## src/rtl/delta_compressor_stream_pkg.sv

```systemverilog
// Shared types and constant helpers for the delta compressor stream.
package delta_comp_pkg;

   typedef enum logic {
      PRIME    = 1'b0,
      COMPRESS = 1'b1
   } dc_state_t;

   // Widest word the symbol helpers can build; callers slice what they need.
   localparam int unsigned MaxWordW = 1024;

   // Bits per delta slot.
   function automatic int unsigned prec(int unsigned data_width, int unsigned delta_slots);
      return data_width / delta_slots;
   endfunction

   // Reserved "no delta" slot symbol: MSB set, remaining bits clear.
   function automatic logic [MaxWordW-1:0] inv_sym(int unsigned p);
      logic [MaxWordW-1:0] s;
      s = '0;
      s[p-1] = 1'b1;
      return s;
   endfunction

   // Empty compression word: every slot holds the reserved symbol.
   function automatic logic [MaxWordW-1:0] nodata_sym(int unsigned data_width,
                                                      int unsigned delta_slots);
      logic [MaxWordW-1:0] s;
      int unsigned         p;
      p = prec(data_width, delta_slots);
      s = '0;
      for (int unsigned k = 0; k < delta_slots; k++) begin
         s = s | (inv_sym(p) << (k * p));
      end
      return s;
   endfunction

   // Symmetric delta range; -2^(p-1) is left out because it encodes INV.
   function automatic longint delta_max(int unsigned p);
      return (longint'(1) << (p - 1)) - longint'(1);
   endfunction

   function automatic longint delta_min(int unsigned p);
      return -delta_max(p);
   endfunction

endpackage

```

## src/rtl/delta_compressor_stream_if.sv

```systemverilog
// Stream bus between vector datapath, compressor and trace buffer.
interface delta_compressor_stream_if #(
   parameter int unsigned N          = 8,
   parameter int unsigned DATA_WIDTH = 32
);
   logic                      valid_in;
   logic                      ready_in;
   logic [N*DATA_WIDTH-1:0]   vector_in;
   logic                      valid_out;
   logic                      ready_out;
   logic [N*DATA_WIDTH-1:0]   vector_out;
   logic                      compressed_out;
   logic                      inc_tb_ptr;
   logic [N*DATA_WIDTH-1:0]   last_vector_out;

   // Environment side: drives input vectors and trace-buffer ready.
   modport master (
      output valid_in,
      input  ready_in,
      output vector_in,
      input  valid_out,
      output ready_out,
      input  vector_out,
      input  compressed_out,
      input  inc_tb_ptr,
      input  last_vector_out
   );

   // Compressor side.
   modport slave (
      input  valid_in,
      output ready_in,
      input  vector_in,
      output valid_out,
      input  ready_out,
      output vector_out,
      output compressed_out,
      output inc_tb_ptr,
      output last_vector_out
   );
endinterface

```

## src/rtl/delta_compressor_stream_lane_packer.sv

```systemverilog
// One lane of the compressor: computes the delta against the base, checks it
// fits a slot, and inserts it into the lane's compression word at slot ptr.
module delta_lane_packer
   import delta_comp_pkg::*;
#(
   parameter int unsigned DATA_WIDTH  = 32,
   parameter int unsigned DELTA_SLOTS = 4,
   parameter int unsigned PTR_W       = 2
) (
   input  logic [DATA_WIDTH-1:0] cur_i,
   input  logic [DATA_WIDTH-1:0] last_i,
   input  logic [DATA_WIDTH-1:0] comp_i,
   input  logic [PTR_W-1:0]      ptr_i,
   output logic                  fit_o,
   output logic [DATA_WIDTH-1:0] packed_o
);

   localparam int unsigned Prec = prec(DATA_WIDTH, DELTA_SLOTS);
   localparam logic signed [DATA_WIDTH-1:0] DeltaMax = DATA_WIDTH'(delta_max(Prec));
   localparam logic signed [DATA_WIDTH-1:0] DeltaMin = DATA_WIDTH'(delta_min(Prec));

   logic [DATA_WIDTH-1:0] delta;

   // Modular subtraction, then read as signed for the range test.
   assign delta = cur_i - last_i;
   assign fit_o = ($signed(delta) >= DeltaMin) && ($signed(delta) <= DeltaMax);

   // Slot 0 sits at the MSBs; untouched slots keep whatever comp_i holds.
   always_comb begin
      packed_o = comp_i;
      for (int unsigned k = 0; k < DELTA_SLOTS; k++) begin
         if (ptr_i == PTR_W'(k)) begin
            packed_o[DATA_WIDTH-1-k*Prec -: Prec] = delta[Prec-1:0];
         end
      end
   end

endmodule

```

## src/rtl/delta_compressor_stream.sv

```systemverilog
// Per-lane delta compressor: emits each accepted vector raw (keyframe) or as
// signed deltas packed into a per-lane compression word for the trace buffer.
module delta_compressor_stream
   import delta_comp_pkg::*;
#(
   parameter int unsigned N                 = 8,
   parameter int unsigned DATA_WIDTH        = 32,
   parameter int unsigned DELTA_SLOTS       = 4,
   parameter int unsigned KEYFRAME_INTERVAL = 16
) (
   input  logic                          clk,
   input  logic                          reset,
   input  logic                          tracing,
   input  logic                          bypass,
   delta_compressor_stream_if.slave      bus
);

   localparam int unsigned PtrW = (DELTA_SLOTS > 1) ? $clog2(DELTA_SLOTS) : 1;
   localparam int unsigned KfW  = (KEYFRAME_INTERVAL > 0) ? $clog2(KEYFRAME_INTERVAL + 1) : 1;
   localparam logic [MaxWordW-1:0]   NodataFull = nodata_sym(DATA_WIDTH, DELTA_SLOTS);
   localparam logic [DATA_WIDTH-1:0] Nodata     = NodataFull[DATA_WIDTH-1:0];

   dc_state_t                state_q;
   logic [PtrW-1:0]          ptr_q;
   logic [KfW-1:0]           kf_cnt_q;
   logic [DATA_WIDTH-1:0]    comp_q [N];
   logic [N*DATA_WIDTH-1:0]  last_q;
   logic                     valid_out_q;
   logic [N*DATA_WIDTH-1:0]  vector_out_q;
   logic                     compressed_q;
   logic                     inc_tb_ptr_q;

   logic [DATA_WIDTH-1:0]    packed_w [N];
   logic [N*DATA_WIDTH-1:0]  packed_vec;
   logic [N-1:0]             fit_lane;
   logic                     fit_all;
   logic                     ready;
   logic                     accept;
   logic                     keyframe_due;
   logic                     ptr_wrap;
   logic                     take_raw;

   for (genvar i = 0; i < N; i++) begin : g_lane
      delta_lane_packer #(
         .DATA_WIDTH  (DATA_WIDTH),
         .DELTA_SLOTS (DELTA_SLOTS),
         .PTR_W       (PtrW)
      ) u_packer (
         .cur_i    (bus.vector_in[i*DATA_WIDTH +: DATA_WIDTH]),
         .last_i   (last_q[i*DATA_WIDTH +: DATA_WIDTH]),
         .comp_i   (comp_q[i]),
         .ptr_i    (ptr_q),
         .fit_o    (fit_lane[i]),
         .packed_o (packed_w[i])
      );
      assign packed_vec[i*DATA_WIDTH +: DATA_WIDTH] = packed_w[i];
   end

   assign fit_all      = &fit_lane;
   assign ready        = !valid_out_q || bus.ready_out;
   assign accept       = bus.valid_in && ready && tracing;
   assign keyframe_due = (KEYFRAME_INTERVAL != 0) && (kf_cnt_q == KfW'(KEYFRAME_INTERVAL));
   assign ptr_wrap     = (ptr_q == PtrW'(DELTA_SLOTS - 1));
   assign take_raw     = !fit_all || bypass || keyframe_due;

   // FSM, handshake and output registers; outputs only change on an accept,
   // so a stalled word stays stable until the trace buffer takes it.
   always_ff @(posedge clk) begin
      if (reset) begin
         state_q      <= PRIME;
         ptr_q        <= '0;
         kf_cnt_q     <= '0;
         last_q       <= '0;
         valid_out_q  <= 1'b0;
         vector_out_q <= '0;
         compressed_q <= 1'b0;
         inc_tb_ptr_q <= 1'b0;
         for (int i = 0; i < N; i++) comp_q[i] <= Nodata;
      end else begin
         if (valid_out_q && bus.ready_out) valid_out_q <= 1'b0;

         if (!tracing) begin
            state_q  <= PRIME;
            ptr_q    <= '0;
            kf_cnt_q <= '0;
            for (int i = 0; i < N; i++) comp_q[i] <= Nodata;
         end else if (accept) begin
            valid_out_q <= 1'b1;
            last_q      <= bus.vector_in;
            if (state_q == PRIME || take_raw) begin
               state_q      <= COMPRESS;
               vector_out_q <= bus.vector_in;
               compressed_q <= 1'b0;
               inc_tb_ptr_q <= 1'b1;
               ptr_q        <= '0;
               kf_cnt_q     <= '0;
               for (int i = 0; i < N; i++) comp_q[i] <= Nodata;
            end else begin
               vector_out_q <= packed_vec;
               compressed_q <= 1'b1;
               // Later slots rewrite the same trace-buffer entry.
               inc_tb_ptr_q <= (ptr_q == '0);
               ptr_q        <= ptr_wrap ? '0 : ptr_q + 1'b1;
               kf_cnt_q     <= kf_cnt_q + 1'b1;
               for (int i = 0; i < N; i++) comp_q[i] <= ptr_wrap ? Nodata : packed_w[i];
            end
         end
      end
   end

   assign bus.ready_in        = ready;
   assign bus.valid_out       = valid_out_q;
   assign bus.vector_out      = vector_out_q;
   assign bus.compressed_out  = compressed_q;
   assign bus.inc_tb_ptr      = inc_tb_ptr_q;
   assign bus.last_vector_out = last_q;

endmodule
```

## src/flat_wrapper.sv

```systemverilog
// flat-port wrapper written by rule: the top's interface ports become plain ports
module delta_compressor_stream_flat import delta_comp_pkg::*;
#(
   parameter int unsigned N                 = 8,
   parameter int unsigned DATA_WIDTH        = 32,
   parameter int unsigned DELTA_SLOTS       = 4,
   parameter int unsigned KEYFRAME_INTERVAL = 16
)
  (clk, reset, tracing, bypass, bus_valid_in, bus_ready_in, bus_vector_in, bus_valid_out, bus_ready_out, bus_vector_out, bus_compressed_out, bus_inc_tb_ptr, bus_last_vector_out);
  delta_compressor_stream_if #(.N(N), .DATA_WIDTH(DATA_WIDTH)) bus_i ();
  input  logic clk;
  input  logic reset;
  input  logic tracing;
  input  logic bypass;
  input wire logic [$bits(bus_i.valid_in)-1:0] bus_valid_in;
  output wire logic [$bits(bus_i.ready_in)-1:0] bus_ready_in;
  input wire logic [$bits(bus_i.vector_in)-1:0] bus_vector_in;
  output wire logic [$bits(bus_i.valid_out)-1:0] bus_valid_out;
  input wire logic [$bits(bus_i.ready_out)-1:0] bus_ready_out;
  output wire logic [$bits(bus_i.vector_out)-1:0] bus_vector_out;
  output wire logic [$bits(bus_i.compressed_out)-1:0] bus_compressed_out;
  output wire logic [$bits(bus_i.inc_tb_ptr)-1:0] bus_inc_tb_ptr;
  output wire logic [$bits(bus_i.last_vector_out)-1:0] bus_last_vector_out;
  assign bus_i.valid_in = bus_valid_in;
  assign bus_ready_in = bus_i.ready_in;
  assign bus_i.vector_in = bus_vector_in;
  assign bus_valid_out = bus_i.valid_out;
  assign bus_i.ready_out = bus_ready_out;
  assign bus_vector_out = bus_i.vector_out;
  assign bus_compressed_out = bus_i.compressed_out;
  assign bus_inc_tb_ptr = bus_i.inc_tb_ptr;
  assign bus_last_vector_out = bus_i.last_vector_out;
  delta_compressor_stream #(.N(N), .DATA_WIDTH(DATA_WIDTH), .DELTA_SLOTS(DELTA_SLOTS), .KEYFRAME_INTERVAL(KEYFRAME_INTERVAL)) u_core (.clk(clk), .reset(reset), .tracing(tracing), .bypass(bypass), .bus(bus_i));
endmodule
```

## config.mk

```make
export PLATFORM = sky130hd
export DESIGN_NAME = delta_compressor_stream_flat
export DESIGN_NICKNAME = d
export VERILOG_FILES = /design/src/rtl/delta_compressor_stream_pkg.sv /design/src/rtl/delta_compressor_stream_if.sv /design/src/rtl/delta_compressor_stream_lane_packer.sv /design/src/rtl/delta_compressor_stream.sv /design/src/flat_wrapper.sv
export SDC_FILE = /design/constraint.sdc
export NUM_CORES = 2
export LEC_CHECK = 0
export CAP_MARGIN = 25
export CORE_ASPECT_RATIO = 1.75
export CORE_MARGIN = 2
export CORE_UTILIZATION = 50
export DETAILED_ROUTE_END_ITERATION = 10
export PLACE_DENSITY = 0.81
export SLEW_MARGIN = 20
export SYNTH_ARGS = -nofsm -noshare
export SYNTH_HDL_FRONTEND = slang
export SYNTH_HIERARCHICAL = 1
export SYNTH_SLANG_ARGS = --single-unit
```

## constraint.sdc

```tcl
create_clock -name clk -period 5.4 [get_ports clk]
set_input_delay 0.54 -clock clk [delete_from_list [all_inputs] [get_ports clk]]
set_output_delay 0.54 -clock clk [all_outputs]
set_load 0.05 [all_outputs]
```

# == Word-level counts from Yosys, hierarchy flattened ==
# Memory sizes are Yosys's and may differ from the RTL's.
# Cells that the tools add are included.
# totals
regBits,523
ram_bits,256
output_inout_bits,516
elab_cells,174
n_memories,1
# memory_table
memory,depth,word_bits,rd,rd_clocked_by_memory_dff,wr,line,text
u_core.comp_q,8,32,8,0,8,delta_compressor_stream.sv:26,logic [DATA_WIDTH-1:0] comp_q [N];
# classes
add_sub_neg,10
magnitude_cmp,16
eq_ne,4
n_mux,87
bitwise,26
reduce_logical,22
# op_table
cell,n
32-bit two-way mux,32
32-bit by 8-bit >= comparator with 1-bit output (second input constant),8
32-bit by 8-bit less-or-equal comparator with 1-bit output (second input constant),8
256-bit two-way mux,1
8-bit two-way mux,32
32-bit subtractor,8
1-bit bitwise OR,24
1-bit two-way mux,19
1-bit logical AND,11
8-bit AND reduction,1
5-bit by 1-bit adder with 5-bit output (second input constant),1
5-bit equality test (second input constant),1
5-bit two-way mux,1
2-bit equality test (second input constant),2
1-bit logical OR,4
2-bit two-way mux,2
2-bit AND reduction,2
2-bit by 1-bit adder with 2-bit output (second input constant),1
2-bit by 1-bit equality test with 1-bit output (second input constant),1
1-bit zero test,2
2-bit zero test,1
1-bit NOT,2
2-bit OR reduction,1

# == Depth between registers and ports, before layout ==
# depth
depth_word,15
depth_mapped,21
depth_no_buf,18

# == By module ==
# Netlist, hierarchy kept.
# by_module_without_submodules
module,instances,cells_each,area_each_um2,seq_area_each_um2
delta_compressor_stream,1,3176,29349.4,17837.1
delta_lane_packer at u_core.g_lane[0].u_packer ...,5,415,2625.0,0.0
delta_lane_packer at u_core.g_lane[2].u_packer,1,380,2473.6,0.0
delta_lane_packer at u_core.g_lane[7].u_packer,1,385,2452.4,0.0
delta_lane_packer at u_core.g_lane[1].u_packer,1,382,2426.1,0.0

# == Least setup slack after synthesis ==
# Ideal clock, no wire load.
# synth_path
path_kind,flip-flop to flip-flop
start,reg u_core.last_q[224] (netlist: u_core/bus.last_vector_out[224])
end,mem u_core.comp_q[3][31] (netlist: u_core/comp_q[0][127]) (data pin)
t_arrival_ns,5.235
required_time_ns,5.135
slack_ns,-0.100
path_stages_with_launch,20
period_less_slack_ns,5.500
cell_sequence,dfxtp_1 > ha_1 > inv_1 > fa_1 > a21o_1 > a221o_2 > a211oi_4 > o211ai_2 > a311o_2 > mux2_4 > or3b_1 > nor4b_2 > nand4_1 > o32ai_1 > nand4_1 > or4_1 > clkbuf_1 > nor4_4 > clkbuf_1 > nand2b_1
# synth_rtl
item,line,text
"start, declared",delta_compressor_stream.sv:27,logic [N*DATA_WIDTH-1:0] last_q;
"start signal, assigned",delta_compressor_stream.sv:89,last_q <= bus.vector_in;
"end, declared",delta_compressor_stream.sv:26,

==> results.json <==
{
  "synth.most_common_cell": "nand2_1",
  "reg2reg_from": "u_core/bus.last_vector_out[224]",
  "critical_path_arrival_ns": 6.17,
  "coreArea_um2": 99160,
  "wirelength_um": 201200,
  "finClkSkew_ns": 0.02317,
  "setup_violations": 484,
  "netlist_top_cells_count": "nand2_1, nor3_1, dfxtp_1, a21oi_1, nor2_1",
  "cellPowerDensity_nw_per_um2": 264.2,
  "holdPathStages": 4,
  "antenna_found_initial": 13,
  "stdcell_area_um2": 67620,
  "cp-start-kind": "register",
  "switching_share_pct": 34.44,
  "start_util_pct": 50.25,
  "final.setup.tns_ns": -47.62,
  "p_total_mw": 17.87,
  "worstSetupPathType": "reg2reg",
  "hpwl_um": 146600,
  "violations": "setup timing",
  "power_frac_comb_pct": 31.0,
  "r2r_cells": 21,
  "synth_top_area_cell": "dfxtp_1",
  "cts_hold_buffers": 0,
  "hold_path.class": "in2reg",
  "dpl_cell_area_um2": 63390,
  "synth_top_area_share_pct": 22.30,
  "grt_usage_pct": 36.72,
  "drv_cap": 0,
  "avgSynthCellArea_um2": 7.788,
  "fp.dieW_um": 242.6,
  "vdd_ir_drop_max_mv": 0.2834,
  "grt_pass1_vias": 52780,
  "synthCells": 6398,
  "drt_iter0_markers": 4664,
  "rr_endpoint": "u_core/comp_q[1][118]",
  "pre_cts_ws_ns": -1.114,
  "drv_slew": 0,
  "die_y_um": 421.6,
  "hold_viol": 0,
  "nNetsFinal": 8129,
  "internal-power_mw": 11.71,
  "cts_tree": "yes",
  "gp_congestion": 1.051,
  "grt_first_pass_wirelength_um": 297600,
  "p_clk_share_pct": 32.7,
  "leakagePower_nw": 25.73,
  "hold_end": "u_core/bus.last_vector_out[224]",
  "grt-ovfl-total": 0,
  "vias": 54580,
  "dieArea_um2": 102300,
  "clkTransAtPathRegs_ns": 0.07,
  "fin_ws_ns": -0.2279,
  "fin_crit_ns": 5.628,
  "cp.required_ns": 5.94,
  "htreeDepth": 3,
  "ys_dominant_reg_cell": "dfxtp_1",
  "avgRoutedWirePerCell_um": 22.36,
  "end_kind": "register",
  "fin_crit_sh_pct": 104.2,
  "p_switching_mw": 6.153,
  "syn-num-nets": 6920,
  "areaGrowthSynthToFinish_pct": 35.71,
  "root_buffer": "clkbuf_16",
  "drtAntennaViolNets": 0,
  "drt_pass1_iterations": 6,
  "yosys-top-cells-area": "dfxtp_1, edfxtp_1, nand2_1, ha_1, nor3_1",
  "reg2reg_slack_ns": -0.23,
  "maxSlewHeadroom_pct": 31.20,
  "io_pins": 778,
  "clk_path_buf_depth": 3,
  "post-route-drc-count": 0,
  "clock-sinks": 779,
  "hold_start": "bus_vector_in[224]",
  "via_per_inst": 6.066,
  "outcome": "finished, violations left",
  "clk_latency_ns": 0.69,
  "synth_enable_flop_cells": 224,
  "worst_slew_pin_slew_ns": 1.021,
  "yosysWarnings": 6,
  "numCtsBuffers": 78,
  "synth_area_um2": 49830,
  "portBuffers": 777,
  "drive_gt1_share_pct": 14.99,
  "pwr-share-seq_pct": 36.3,
  "async_flop_share_pct": 0,
  "rsz0062_at_grt": "true",
  "grt_max_degree": 185,
  "synthDistinctLibCells": 104,
  "synth_seq_cells": 779,
  "crit_fanout": 25,
  "num_rows": 153,
  "ys_seq_area_share_pct": 35.80,
  "timing.fmax_ghz": 0.1777
}
per-layer routing:
metal,GRT usage [%],part of all wire (%)
met1,39.42,35
met5,0,0.012
met2,64.20,48
met3,6.989,7.8
met4,26.74,8.5
worst max-delay path, stage by stage (launching register included):
cell,delay [ns]
dfxtp_2,0.36
ha_4,0.14
inv_2,0.04
fa_2,0.36
a21o_1,0.21
a221o_2,0.42
a211oi_4,0.33
o211ai_2,0.14
a311o_2,0.36
mux2_4,0.31
or3b_4,0.38
nor4b_4,0.35
nand4_1,0.15
o32ai_2,0.14
buf_4,0.17
nand4_1,0.10
or4_4,0.60
nor4_4,0.25
buf_6,0.19
buf_12,0.14
clkbuf_16,0.19
and2_1,0.15
flip-flops by register name (all words and copies together), names as in the netlist:
name,count
u_core/bus.last_vector_out,256
u_core/bus.vector_out,256
u_core/comp_q,256
u_core/kf_cnt_q,5
u_core/ptr_q,2
u_core/bus.compressed_out,1
u_core/bus.inc_tb_ptr,1
u_core/bus.valid_out,1
u_core/state_q,1
kinds of logic after synthesis:
family                     Yosys count  synth area share (%)
buffers and inverters              744                 5.906
AOI/OAI and AO/OA                 1379                 17.66
and+or+nand+nor                   2988                 29.39
adders and majority gates          260                 6.649
muxes                               51                 1.133
DFF                                779                 35.80
xor gates and xnor gates           197                 3.463
how the worst max path moves through the flow:
stage                                                from                    endpoint  depth (start not counted)
after floorplan                        bus_vector_in[224]       u_core/comp_q[0][127]                         20
after global placement                  bus_vector_in[64]  u_core/bus.vector_out[159]                         23
after detailed placement                bus_vector_in[64]  u_core/bus.vector_out[195]                         24
after CTS                 u_core/bus.last_vector_out[224]       u_core/comp_q[1][119]                         20
after global routing      u_core/bus.last_vector_out[224]       u_core/comp_q[1][118]                         21
final                     u_core/bus.last_vector_out[224]       u_core/comp_q[1][118]                         21
placed cells by master (no fill, tap or decap), types with 30 or more instances in the layout:
| master | instances |
|---|---|
| nand2_1 | 946 |
| edfxtp_1 | 224 |
| inv_1 | 316 |
| nor2_1 | 450 |
| a31oi_1 | 37 |
| dfxtp_1 | 549 |
| mux2_2 | 39 |
| nor3_1 | 572 |
| xor2_1 | 87 |
| and2_1 | 198 |
| o211ai_1 | 43 |
| buf_4 | 704 |
| xnor2_1 | 108 |
| nand4_1 | 106 |
| nor4_1 | 282 |
| o21ai_1 | 30 |
| ha_1 | 250 |
| a211oi_1 | 56 |
| and3_1 | 46 |
| o21ai_0 | 350 |
| clkbuf_16 | 99 |
| a21oi_1 | 477 |
| buf_12 | 31 |
| nand3_1 | 62 |
| o21a_1 | 37 |
| nand2b_1 | 68 |
| nor3_2 | 40 |
| clkdlybuf4s50_1 | 773 |
| a21o_1 | 51 |
final cells by class:
| class | count | area, µm² |
|---|---|---|
| antenna | 11 | 27.53 |
| inverter | 320 | 1204 |
| tap | 1317 | 1648 |
| clock inverter | 35 | 357.8 |
| fill | 8138 | 31540 |
| sequential | 779 | 17840 |
| multi-input combinational | 4875 | 29680 |
| timing repair buffer | 1553 | 14550 |
| clock buffer | 108 | 2313 |
power by group through the flow:
stage,combinational (mW),sequential (mW),clock [mW]
finish,5.54,6.49,5.84
global route,5.87,6.51,6.10
CTS,5.41,6.48,5.89
detailed placement,5.35,6.60,0
global placement,5.29,6.60,0
floorplan,2.40,7.31,0
per-stage QoR:
stage                     instances  utilization, %  hold slack, ns
after floorplan                6398               -          0.4378
after global placement         8796           63.90          0.4488
after detailed placement       8797           63.93          0.4518
after CTS                      8954           67.14          0.2773
after global routing           8996           68.19          0.3043
final                          8998           68.19          0.2982
what timing repair did:
item | CTS | global route
endpoints found under the setup margin | 519 | 521
pin swaps | 14 | 30
buffers inserted | 9 | 15
resized for setup | 55 | 108
cloned | 5 | 18
No activity file was read; power rests on OpenSTA's default activity.
